### config.mk
export PLATFORM = sky130hd
export DESIGN_NAME = microprogram_sequencer
export DESIGN_NICKNAME = d
export VERILOG_FILES = /design/src/rtl/microprogram_sequencer.sv
export SDC_FILE = /design/constraint.sdc
export NUM_CORES = 1
export LEC_CHECK = 0
export CORE_ASPECT_RATIO = 0.6
export CORE_UTILIZATION = 40
export DETAILED_ROUTE_END_ITERATION = 8
export GPL_TIMING_DRIVEN = 0
export PLACE_DENSITY = 0.65
export SLEW_MARGIN = 30
export SYNTH_ARGS = -nofsm -noshare
export SYNTH_HDL_FRONTEND = slang
export SYNTH_SLANG_ARGS = --single-unit
### constraint.sdc
create_clock -name clk -period 1.8 [get_ports clk]
set_input_delay 0.36 -clock clk [delete_from_list [all_inputs] [get_ports clk]]
set_output_delay 0.36 -clock clk [all_outputs]
set_load 0.01 [all_outputs]
### src/rtl/microprogram_sequencer.sv
// Microprogram next-state sequencer: holds the control-store address and
// picks the next one from increment, jump, dispatch, conditional variants
// or a memory wait on MOC with timeout to an abort state.
module microprogram_sequencer #(
    parameter int STATE_W     = 8,
    parameter int RESET_STATE = 0,
    parameter int FETCH_STATE = 1,
    parameter int UNDEF_STATE = 254,
    parameter int ABORT_STATE = 255,
    parameter int MOC_TIMEOUT = 15
) (
    input  logic               clk,
    input  logic               reset,
    input  logic [2:0]         ns_sel,
    input  logic [STATE_W-1:0] cr_addr,
    input  logic [STATE_W-1:0] enc_state,
    input  logic               cond_true,
    input  logic               moc,
    input  logic               stall,
    output logic [STATE_W-1:0] state,
    output logic               waiting,
    output logic               mem_err,
    output logic               undef
);

    localparam int CNT_W = ($clog2(MOC_TIMEOUT + 1) < 1) ? 1 : $clog2(MOC_TIMEOUT + 1);

    localparam logic [2:0] NS_SEQ   = 3'b000;
    localparam logic [2:0] NS_JUMP  = 3'b001;
    localparam logic [2:0] NS_DISP  = 3'b010;
    localparam logic [2:0] NS_CJUMP = 3'b011;
    localparam logic [2:0] NS_WAIT  = 3'b100;
    localparam logic [2:0] NS_CDISP = 3'b101;

    localparam logic [STATE_W-1:0] RST_S   = STATE_W'(RESET_STATE);
    localparam logic [STATE_W-1:0] FETCH_S = STATE_W'(FETCH_STATE);
    localparam logic [STATE_W-1:0] UNDEF_S = STATE_W'(UNDEF_STATE);
    localparam logic [STATE_W-1:0] ABORT_S = STATE_W'(ABORT_STATE);
    localparam logic [CNT_W-1:0]   CNT_LAST = CNT_W'(MOC_TIMEOUT - 1);

    logic [STATE_W-1:0] state_q, state_d;
    logic [CNT_W-1:0]   wait_cnt_q, wait_cnt_d;
    logic               mem_err_q, mem_err_d;
    logic               undef_q, undef_d;

    logic [STATE_W-1:0] state_inc;
    logic [STATE_W-1:0] disp_tgt;
    logic               disp_bad;

    // Dispatch target: an encoder value of zero means the opcode did not decode.
    always_comb begin
        state_inc = state_q + STATE_W'(1);
        disp_bad  = (enc_state == '0);
        disp_tgt  = disp_bad ? UNDEF_S : enc_state;
    end

    // Next-state decode; stall freezes state and counter and suppresses pulses.
    always_comb begin
        state_d    = state_q;
        wait_cnt_d = '0;
        mem_err_d  = 1'b0;
        undef_d    = 1'b0;
        if (stall) begin
            wait_cnt_d = wait_cnt_q;
        end else begin
            case (ns_sel)
                NS_SEQ:   state_d = state_inc;
                NS_JUMP:  state_d = cr_addr;
                NS_DISP: begin
                    state_d = disp_tgt;
                    undef_d = disp_bad;
                end
                NS_CJUMP: state_d = cond_true ? cr_addr : state_inc;
                NS_WAIT: begin
                    if (moc) begin
                        // MOC wins even on the timeout edge.
                        state_d = state_inc;
                    end else if (wait_cnt_q == CNT_LAST) begin
                        state_d   = ABORT_S;
                        mem_err_d = 1'b1;
                    end else begin
                        wait_cnt_d = wait_cnt_q + CNT_W'(1);
                    end
                end
                NS_CDISP: begin
                    if (cond_true) begin
                        state_d = disp_tgt;
                        undef_d = disp_bad;
                    end else begin
                        state_d = FETCH_S;
                    end
                end
                default: begin
                    // 11x is not a legal select.
                    state_d = ABORT_S;
                    undef_d = 1'b1;
                end
            endcase
        end
    end

    // State, wait counter and one-cycle status pulses.
    always_ff @(posedge clk or negedge reset) begin
        if (!reset) begin
            state_q    <= RST_S;
            wait_cnt_q <= '0;
            mem_err_q  <= 1'b0;
            undef_q    <= 1'b0;
        end else begin
            state_q    <= state_d;
            wait_cnt_q <= wait_cnt_d;
            mem_err_q  <= mem_err_d;
            undef_q    <= undef_d;
        end
    end

    assign state   = state_q;
    assign mem_err = mem_err_q;
    assign undef   = undef_q;
    assign waiting = reset & (ns_sel == NS_WAIT) & ~moc;

endmodule

Word-level counts from Yosys, hierarchy flattened
Cells that the tools add are included.
{"block": "totals", "reg_bits": 14, "latch_bits": 0, "mem_bits_rw": 0, "rom_bits": 0, "output_inout_bits": 11, "wordCells": 37, "mem_count": 0}
{"block": "op_classes", "n_addsub": 2, "multipliers": 0, "div": 0, "n_lt_le_gt_ge": 0, "n_eq_ne": 7, "n_shift": 0, "mux": 16, "bitwise": 4, "reduce_logical": 4}
{"op": "case mux 8 bit (6 select lines)", "n": 1}
{"op": "two-way mux 8 bit", "n": 5}
{"op": "two-way mux 4 bit", "n": 3}
{"op": "adder 8 x 1 -> 8 bit (second input constant)", "n": 1}
{"op": "logical NOT 8 bit", "n": 1}
{"op": "== test 3 x 2 -> 1 bit (second input constant)", "n": 2}
{"op": "== test 3 bit (second input constant)", "n": 2}
{"op": "two-way mux 1 bit", "n": 6}
{"op": "adder 4 x 1 -> 4 bit (second input constant)", "n": 1}
{"op": "== test 4 bit (second input constant)", "n": 1}
{"op": "OR reduction 4 bit", "n": 1}
{"op": "== test 3 x 1 -> 1 bit (second input constant)", "n": 1}
{"op": "logical NOT 3 bit", "n": 1}
{"op": "inequality test 3 bit (second input constant)", "n": 1}
{"op": "case mux 1 bit (3 select lines)", "n": 1}
{"op": "bitwise AND 1 bit", "n": 2}
{"op": "inverter 1 bit", "n": 2}
{"op": "AND reduction 2 bit", "n": 1}

Logic depth before layout (Yosys ltp)
Gate-level depths: netlist (run 1).
{"block": "logic_depth", "ltp_word": 5, "depth_mapped": 7, "mapped_depth_nobuf": 7}

Least setup slack after synthesis (run 1)
No wires, ideal clock.
{"block": "synth_path", "path_kind": "reg2reg", "start": "reg state_q[0] (netlist: state[0])", "end": "reg state_q[6] (netlist: state[6])", "setup_time_ns": 0.088, "t_arrival_ns": 1.464, "path_slack_ns": 0.247, "stages_incl_launch_ff": 7, "n_path_buf": 0, "period_less_slack_ns": 1.553, "path_cell_list": "dfrtp_1 > ha_1 > and3_1 > and3_1 > a31oi_1 > o32ai_1 > a41oi_1"}
{"block": "synth_between", "elab_chain_len": 3}
{"item": "start: declaration", "line_no": "41", "rtl": "logic [STATE_W-1:0] state_q, state_d;"}
{"item": "start signal: assignment", "line_no": "110", "rtl": "state_q <= state_d;"}
{"item": "adder 8 x 1 -> 8 bit *", "line_no": "52", "rtl": "state_inc = state_q + STATE_W'(1);"}
{"item": "two-way mux 8 bit, on equally long branches", "line_no": "75, 73"}
{"item": "case mux 8 bit (6 select lines) *", "line_no": "66", "rtl": "case (ns_sel)"}
Every way passes the cells marked *; elsewhere a longest branch is shown, timed or not.
A chain may end at the register's enable or synchronous reset.

Worst setup path in the final report (run 1)
{"block": "layout_path", "start": "in cond_true", "end": "reg state_q[7] (netlist: state[7])"}
{"block": "layout_between", "elab_chain_len": 2}
{"item": "start: declaration", "line_no": "17", "rtl": "input logic cond_true,"}
{"item": "two-way mux 8 bit, on equally long branches", "line_no": "86, 73"}
{"item": "case mux 8 bit (6 select lines) *", "line_no": "66"}
Marked as above.

==> results of run 1 <==
## cell usage after synthesis (2+ instances only)
master | number | area share (%)
sky130_fd_sc_hd__nand2_1 | 16 | 5.0
sky130_fd_sc_hd__dfrtp_1 | 14 | 29
sky130_fd_sc_hd__nor2_1 | 14 | 4.4
sky130_fd_sc_hd__a21oi_1 | 11 | 4.6
sky130_fd_sc_hd__o21ai_0 | 8 | 3.3
sky130_fd_sc_hd__nor2b_1 | 7 | 3.7
sky130_fd_sc_hd__nand3_1 | 6 | 2.5
sky130_fd_sc_hd__nor3_1 | 6 | 2.5
sky130_fd_sc_hd__a31oi_1 | 5 | 2.6
sky130_fd_sc_hd__and3_1 | 5 | 2.6
sky130_fd_sc_hd__buf_2 | 4 | 1.7
sky130_fd_sc_hd__a21oi_2 | 3 | 2.2
sky130_fd_sc_hd__a41oi_1 | 3 | 2.2
sky130_fd_sc_hd__clkbuf_1 | 3 | 0.94
sky130_fd_sc_hd__ha_1 | 3 | 3.1
sky130_fd_sc_hd__inv_1 | 3 | 0.94
sky130_fd_sc_hd__nand2b_1 | 3 | 1.6
sky130_fd_sc_hd__buf_6 | 2 | 1.9
sky130_fd_sc_hd__nor4_2 | 2 | 2.1
sky130_fd_sc_hd__o211ai_1 | 2 | 1.3
sky130_fd_sc_hd__o22ai_1 | 2 | 1.0
sky130_fd_sc_hd__o32ai_1 | 2 | 1.5
## worst max-delay path, delay by kind of cell
family	cells	cell delay, ns
AOI/OAI and AO/OA	2	0.48
buffers and inverters	2	0.61
and+or+nand+nor	3	0.46
## worst paths after layout
check / start / end / cells after the start
worst max register to register: state[0] / state[6] / 6
max in group asynchronous: reset / state[4] / 1
worst min-delay path: reset / wait_cnt_q[2] / 1
worst min register to register: wait_cnt_q[2] / wait_cnt_q[2] / 1
worst max-delay path: cond_true / state[7] / 7
min in group clk: wait_cnt_q[2] / wait_cnt_q[2] / 1
## final cells by class
type,instances,area (um2)
repair buffers,33,320
inverters,3,11.3
flip-flops and latches,14,350
plain buffers,9,61.3
multi-input cells,123,801
fillers,251,1030
clock buffers,3,41.3
well taps,40,50.0
## per-layer routing
layer	routed length, um	vias up	share of wire (%)
met4	18	0	0.53
li1	-	633	-
met3	269	4	7.9
met5	0	-	0
met2	1280	56	38
met1	1850	588	54
## power breakdown
group	switching (mW)	total, mW	internal, mW
combinational	0.176	0.368	0.192
sequential	0.0466	0.397	0.351
clock	0.106	0.254	0.148
total	0.329	1.02	0.690
## state kept, by name, indices dropped and copies added (netlist names)
name        count
mem_err         1
state           8
undef           1
wait_cnt_q      4
## stage by stage
step                hold slack (ns)  instance area (um2)  TNS [ns]  total power [mW]  util, %
detailed placement            0.490                 1570     -3.75             0.761     58.8
global route                  0.134                 1640   -0.0622              1.08     61.4
global placement              0.485                 1570     -3.63             0.757     58.8
finish                        0.116                 1640         0              1.02     61.4
floorplan                    0.0644                 1200         0             0.582        -
CTS                           0.126                 1620         0              1.01     60.8
## cells by family after synthesis
| logic type | Yosys count |
|---|---|
| adders and majority gates | 3 |
| xor gates and xnor gates | 1 |
| AOI/OAI and AO/OA | 48 |
| muxes | 1 |
| buffers and inverters | 12 |
| DFF | 14 |
| and+or+nand+nor | 70 |
## repair_timing
item / 4_1_cts / 5_1_grt
endpoints found under the setup margin: 7 / 6
setup buffers: 1 / 0
hold buffers: 0 / 0
gates resized for setup: 10 / 6
cloned: 0 / 0
pin swaps: 0 / 2
==> impl_metrics.json, run 1 <==
{
  "power.density_cell_area_nw_per_um2": 623,
  "status": "finished, final reports clean",
  "placer_congestion_estimate": 0.928,
  "postSynthCellCount": 149,
  "place_inst": 221,
  "grt.busiest_layer": "met1",
  "synth_adder_area_share_pct": 3.14,
  "yosys_register_bits": 14,
  "number_of_hold_violations_in_the_final_report": 0,
  "critical_path_launch_point_type": "input pin",
  "remaining_drc_errors": 0,
  "die_area_um2": 3220,
  "nets": 214,
  "crit_path_cell_trace": "clkdlybuf4s50_1 > buf_2 > and4_1 > a211oi_1 > nand4b_1 > a311oi_1 > nor3_1",
  "clock_sinks": 14,
  "drt_iter0_markers": 113,
  "num_rows": 14,
  "synth.avg_cell_area_um2": 8.03,
  "global_route.usage.met1_pct": 34.6,
  "maxClockFrequency_mhz": 561,
  "routed_wl_um": 3420,
  "firstDrtPassIters": 4,
  "max_cap_viol_count": 0,
  "avgRoutedWirePerCell_um": 15.2,
  "area_share_of_and_or_nand_nor_cells_after_synthesis_pct": 33.7,
  "slowest_delay_ns": 0.42,
  "route.detailed.vias_per_inst": 5.69,
  "global_route.usage.met3_pct": 8.43,
  "maximum_number_of_pins_on_one_net_before_global_route_repair": 16,
  "core_region_area_um2": 2660,
  "max-clock-path-buffers": 2,
  "ir_drop_v": 0.000580,
  "grt_pass1_vias": 1107,
  "report.final.setup_viol": 0,
  "power.static_leakage_nw": 0.658,
  "synth-seq-area-share_pct": 29.3,
  "flow.area_growth_from_synthesis_pct": 36.7,
  "design.portCount": 35,
  "critPathCaptureType": "flip-flop",
  "grt_first_pass_wirelength_um": 5310,
  "worst_ep_required_time_ns": 1.92,
  "worstHoldPathType": "in -> async",
  "port_buffers": 32,
  "synthDistinctLibCells": 47,
  "worst-slew-pin-transition_ns": 0.443,
  "finish.cell_count_without_fillers": 225,
  "antenna_found_initial": 0,
  "synthMuxAreaShare_pct": 0.941,
  "detail_placement_hpwl_um": 2680,
  "synth-compound-area-share_pct": 26.8,
  "postLayoutSetupSlackWorst_ns": 0.0160,
  "clock-root-buffer": "sky130_fd_sc_hd__clkbuf_8",
  "critPathMaxFanout": 10,
  "die_x_um": 72.6,
  "yosys_warnings": 0,
  "final.min_clock_period_ns": 1.78,
  "max-slew-margin-rel_pct": 70.4,
  "clkLatencyLatePin_ns": 0.24,
  "groute.layer.met2.usage_pct": 28.4,
  "clk_pin_slew_ns": 0.06,
  "synthesis.nets": 176,
  "grt_usage_pct": 22.0,
  "synth-main-ff-cell": "sky130_fd_sc_hd__dfrtp_1",
  "layout.cells.most_common_list": "27 x sky130_fd_sc_hd__clkdlybuf4s50_1, 16 x sky130_fd_sc_hd__nand2_1, 14 x sky130_fd_sc_hd__nor2_1, 14 x sky130_fd_sc_hd__dfrtp_1, 11 x sky130_fd_sc_hd__a21oi_1",
  "cts_tree": "done",
  "combinational_family_with_the_most_area_after_synthesis": "simple AND/OR/NAND/NOR gates",
  "worst-r2r-setup-slack_ns": 0.16,
  "synthXorXnorAreaFrac_pct": 0.732,
  "start_util_pct": 44.9,
  "detail-route-antenna-nets": 0,
  "worst_path_max_delay_cell": "sky130_fd_sc_hd__clkdlybuf4s50_1",
  "n_antenna_cell": 0,
  "cts_made_buffers": 3,
  "h-tree-depth": 1,
  "drive_above_1_share_pct": 13.0,
  "mappedNetlistArea_um2": 1200,
  "clock-skew-final_ns": 0.00324,
  "fin_crit_share_pct": 99.1,
  "critPathKind": "in -> reg",
  "overflow": 0,
  "maxSlewViolCount": 0,
  "die-height_um": 44.4,
  "postSynth.asyncResetShare_pct": 100,
  "vias": 1281,
  "pre_cts_slack_ns": -0.703,
  "synth-edff-count": 0,
  "layout_commonest_cell": "sky130_fd_sc_hd__clkdlybuf4s50_1",
  "worst-endpoint-arrival_ns": 1.90
}
No activity file was read; power rests on OpenSTA's default activity.
==> run 2: changes to the inputs <==
CAP_MARGIN = 20   (was default)
CTS_CLUSTER_DIAMETER = 30   (was default)
SLEW_MARGIN = default   (was 30)
==> results of run 2 <==
Same layout as run 1: the final DEF is identical, and so are final timing and power.
==> run 3: changes to the inputs <==
GPL_TIMING_DRIVEN = 1   (was 0)
clock period = 2 ns   (was 1.8 ns; I/O delays follow)
==> run 3 against run 2 <==
Compared with the run above:
- worst hold slack better by 0.39 ns
- critical path depth is 3 lower
- wire length is 1.3% higher
- largest power group unchanged
- non-clock buffer count is 17 higher
- largest cell class unchanged
- critical endpoint is now waiting
- sequential power is 9.1% lower
- sequential share of layout area is 1.8 points lower
==> impl_metrics.json, run 3 (synthesis results as in run 1) <==
{
  "critical_path_launch_point_type": "input pin",
  "drt_iter0_markers": 86,
  "critPathMaxFanout": 2,
  "largest_reg_flops": 8,
  "clock-root-buffer": "sky130_fd_sc_hd__clkbuf_8",
  "grt_pass1_vias": 1137,
  "max-clock-path-buffers": 2,
  "final.min_clock_period_ns": 1.95,
  "number_of_hold_violations_in_the_final_report": 0,
  "placer_congestion_estimate": 0.825,
  "clkLatencyLatePin_ns": 0.24,
  "top_layer_used": "met3",
  "combinationalPowerShare_pct": 37.9,
  "area.sequential_um2": 350,
  "num-fill-cells": 215,
  "ir_drop_v": 0.000377,
  "detailroute.wirelength.met3_um": 205,
  "power.net_switching_uw": 301,
  "min_delay_worst_endpoint": "wait_cnt_q[2]",
  "clock_sinks": 14,
  "flow.area_growth_from_synthesis_pct": 49.4,
  "worst-r2r-setup-slack_ns": 0.31,
  "num_rows": 14,
  "n_antenna_cell": 0,
  "clock-skew-final_ns": 0.00391,
  "min_path_cells": 1,
  "worst_hold_startpoint": "wait_cnt_q[2]",
  "worst_ep_required_time_ns": 1.60,
  "grt_usage_pct": 22.8,
  "h-tree-depth": 1,
  "power.density_cell_area_nw_per_um2": 530,
  "remaining_drc_errors": 0,
  "power.static_leakage_nw": 0.764,
  "status": "finished, final reports clean",
  "maximum_number_of_pins_on_one_net_before_global_route_repair": 22,
  "layout.cells.most_common_list": "30 x sky130_fd_sc_hd__clkdlybuf4s50_1, 22 x sky130_fd_sc_hd__buf_4, 16 x sky130_fd_sc_hd__nand2_1",
  "setup_repair_after_global_routing_missed_its_margin": "yes",
  "max_cap_viol_count": 0,
  "worst-endpoint-arrival_ns": 1.55,
  "multiInputGateArea_um2": 792,
  "cell_int_power_uw": 646,
  "r2r_start": "state[0]",
  "die_x_um": 72.6,
  "grt_first_pass_wirelength_um": 5510,
  "cts_tree": "done",
  "fin_crit_share_pct": 97.6,
  "critPathKind": "in -> out",
  "seq_power_share_pct": 38.1,
  "critPathCaptureType": "primary output",
  "report.final.setup_viol": 0,
  "detail_placement_hpwl_um": 2700,
  "r2r_end": "state[6]",
  "max-slew-margin-rel_pct": 77.5,
  "p_clk_share_pct": 24.0,
  "vias": 1324,
  "r2r.worst_path.cells": 6,
  "design.portCount": 35,
  "routed_wl_um": 3470,
  "die_area_um2": 3220,
  "worstHoldPathType": "reg -> reg",
  "route.detailed.vias_per_inst": 5.47,
  "clk_pin_slew_ns": 0.05,
  "maxClockFrequency_mhz": 512,
  "start_util_pct": 44.9,
  "nets": 231,
  "layout_commonest_cell": "sky130_fd_sc_hd__clkdlybuf4s50_1",
  "routedLengthMet1_um": 1840,
  "core_region_area_um2": 2660,
  "cts_made_buffers": 3,
  "die-height_um": 44.4,
  "worstSetupStartpoint": "ns_sel[2]",
  "firstDrtPassIters": 4,
  "drive_above_1_share_pct": 19.8,
  "detail-route-antenna-nets": 0,
  "power.share.switching_pct": 31.8,
  "met2_length_um": 1420,
  "port_buffers": 34,
  "antenna_found_initial": 0,
  "avgRoutedWirePerCell_um": 14.3,
  "overflow": 0,
  "worst-slew-pin-transition_ns": 0.336,
  "postLayoutCoreUtil_pct": 67.1,
  "finalSetupTns_ns": 0,
  "maxSlewViolCount": 0
}
-- run 3: per-stage QoR --
step | std cells | total power [mW] | hold slack, ns | worst slack (ns) | cell area [um2]
floorplan | 149 | 0.523 | 0.104 | 0.447 | 1200
global placement | 237 | 0.703 | 0.485 | -0.286 | 1710
CTS | 242 | 0.941 | 0.495 | 0.00158 | 1760
finish | 242 | 0.947 | 0.502 | 0.0477 | 1790
detailed placement | 237 | 0.710 | 0.492 | -0.311 | 1710
global route | 242 | 1.01 | 0.536 | -0.0187 | 1790
-- run 3: final cells by class --
| type | count | share of cell area, % |
|---|---|---|
| flip-flops and latches | 14 | 19.6 |
| clock buffers | 3 | 2.31 |
| inverters | 3 | 0.630 |
| repair buffers | 59 | 30.3 |
| well taps | 40 | 2.80 |
| multi-input cells | 123 | 44.3 |
-- run 3: layer usage --
layer,up-vias,GRT usage (%)
met5,-,0
met4,0,1.18
met3,0,5.69
met2,46,31.0
met1,611,36.8
li1,667,-
-- run 3: timing repair --
action                                  in CTS  in global routing
hold buffers                                 0                  0
cloned                                       0                  0
buffers inserted                             2                  0
gates resized for setup                      3                  6
pin swaps                                    1                  1
endpoints found under the setup margin       3                  6
endpoints found under the hold margin        0                  0
-- run 3: how the worst max path moves through the flow --
stage / end / slack, ns / cells past startpoint
6_report: waiting / 0.05 / 4
5_1_grt: state[7] / -0.02 / 7
4_1_cts: waiting / 0.002 / 4
3_5_place_dp: state[7] / -0.31 / 7
3_3_place_gp: waiting / -0.29 / 4
2_1_floorplan: state[6] / 0.45 / 6
-- run 3: critical path, cell delays in order --
cell,delay [ns]
sky130_fd_sc_hd__clkdlybuf4s50_1,0.49
sky130_fd_sc_hd__nor4b_4,0.24
sky130_fd_sc_hd__and2_1,0.16
sky130_fd_sc_hd__dlygate4sd2_1,0.26
-- run 3: power groups by stage --
stage | registers [mW] | logic [mW] | clock network (mW)
3_3_place_gp | 0.360 | 0.343 | 0
6_report | 0.361 | 0.359 | 0.228
5_1_grt | 0.366 | 0.391 | 0.253
2_1_floorplan | 0.369 | 0.155 | 0
4_1_cts | 0.356 | 0.354 | 0.232
3_5_place_dp | 0.361 | 0.348 | 0
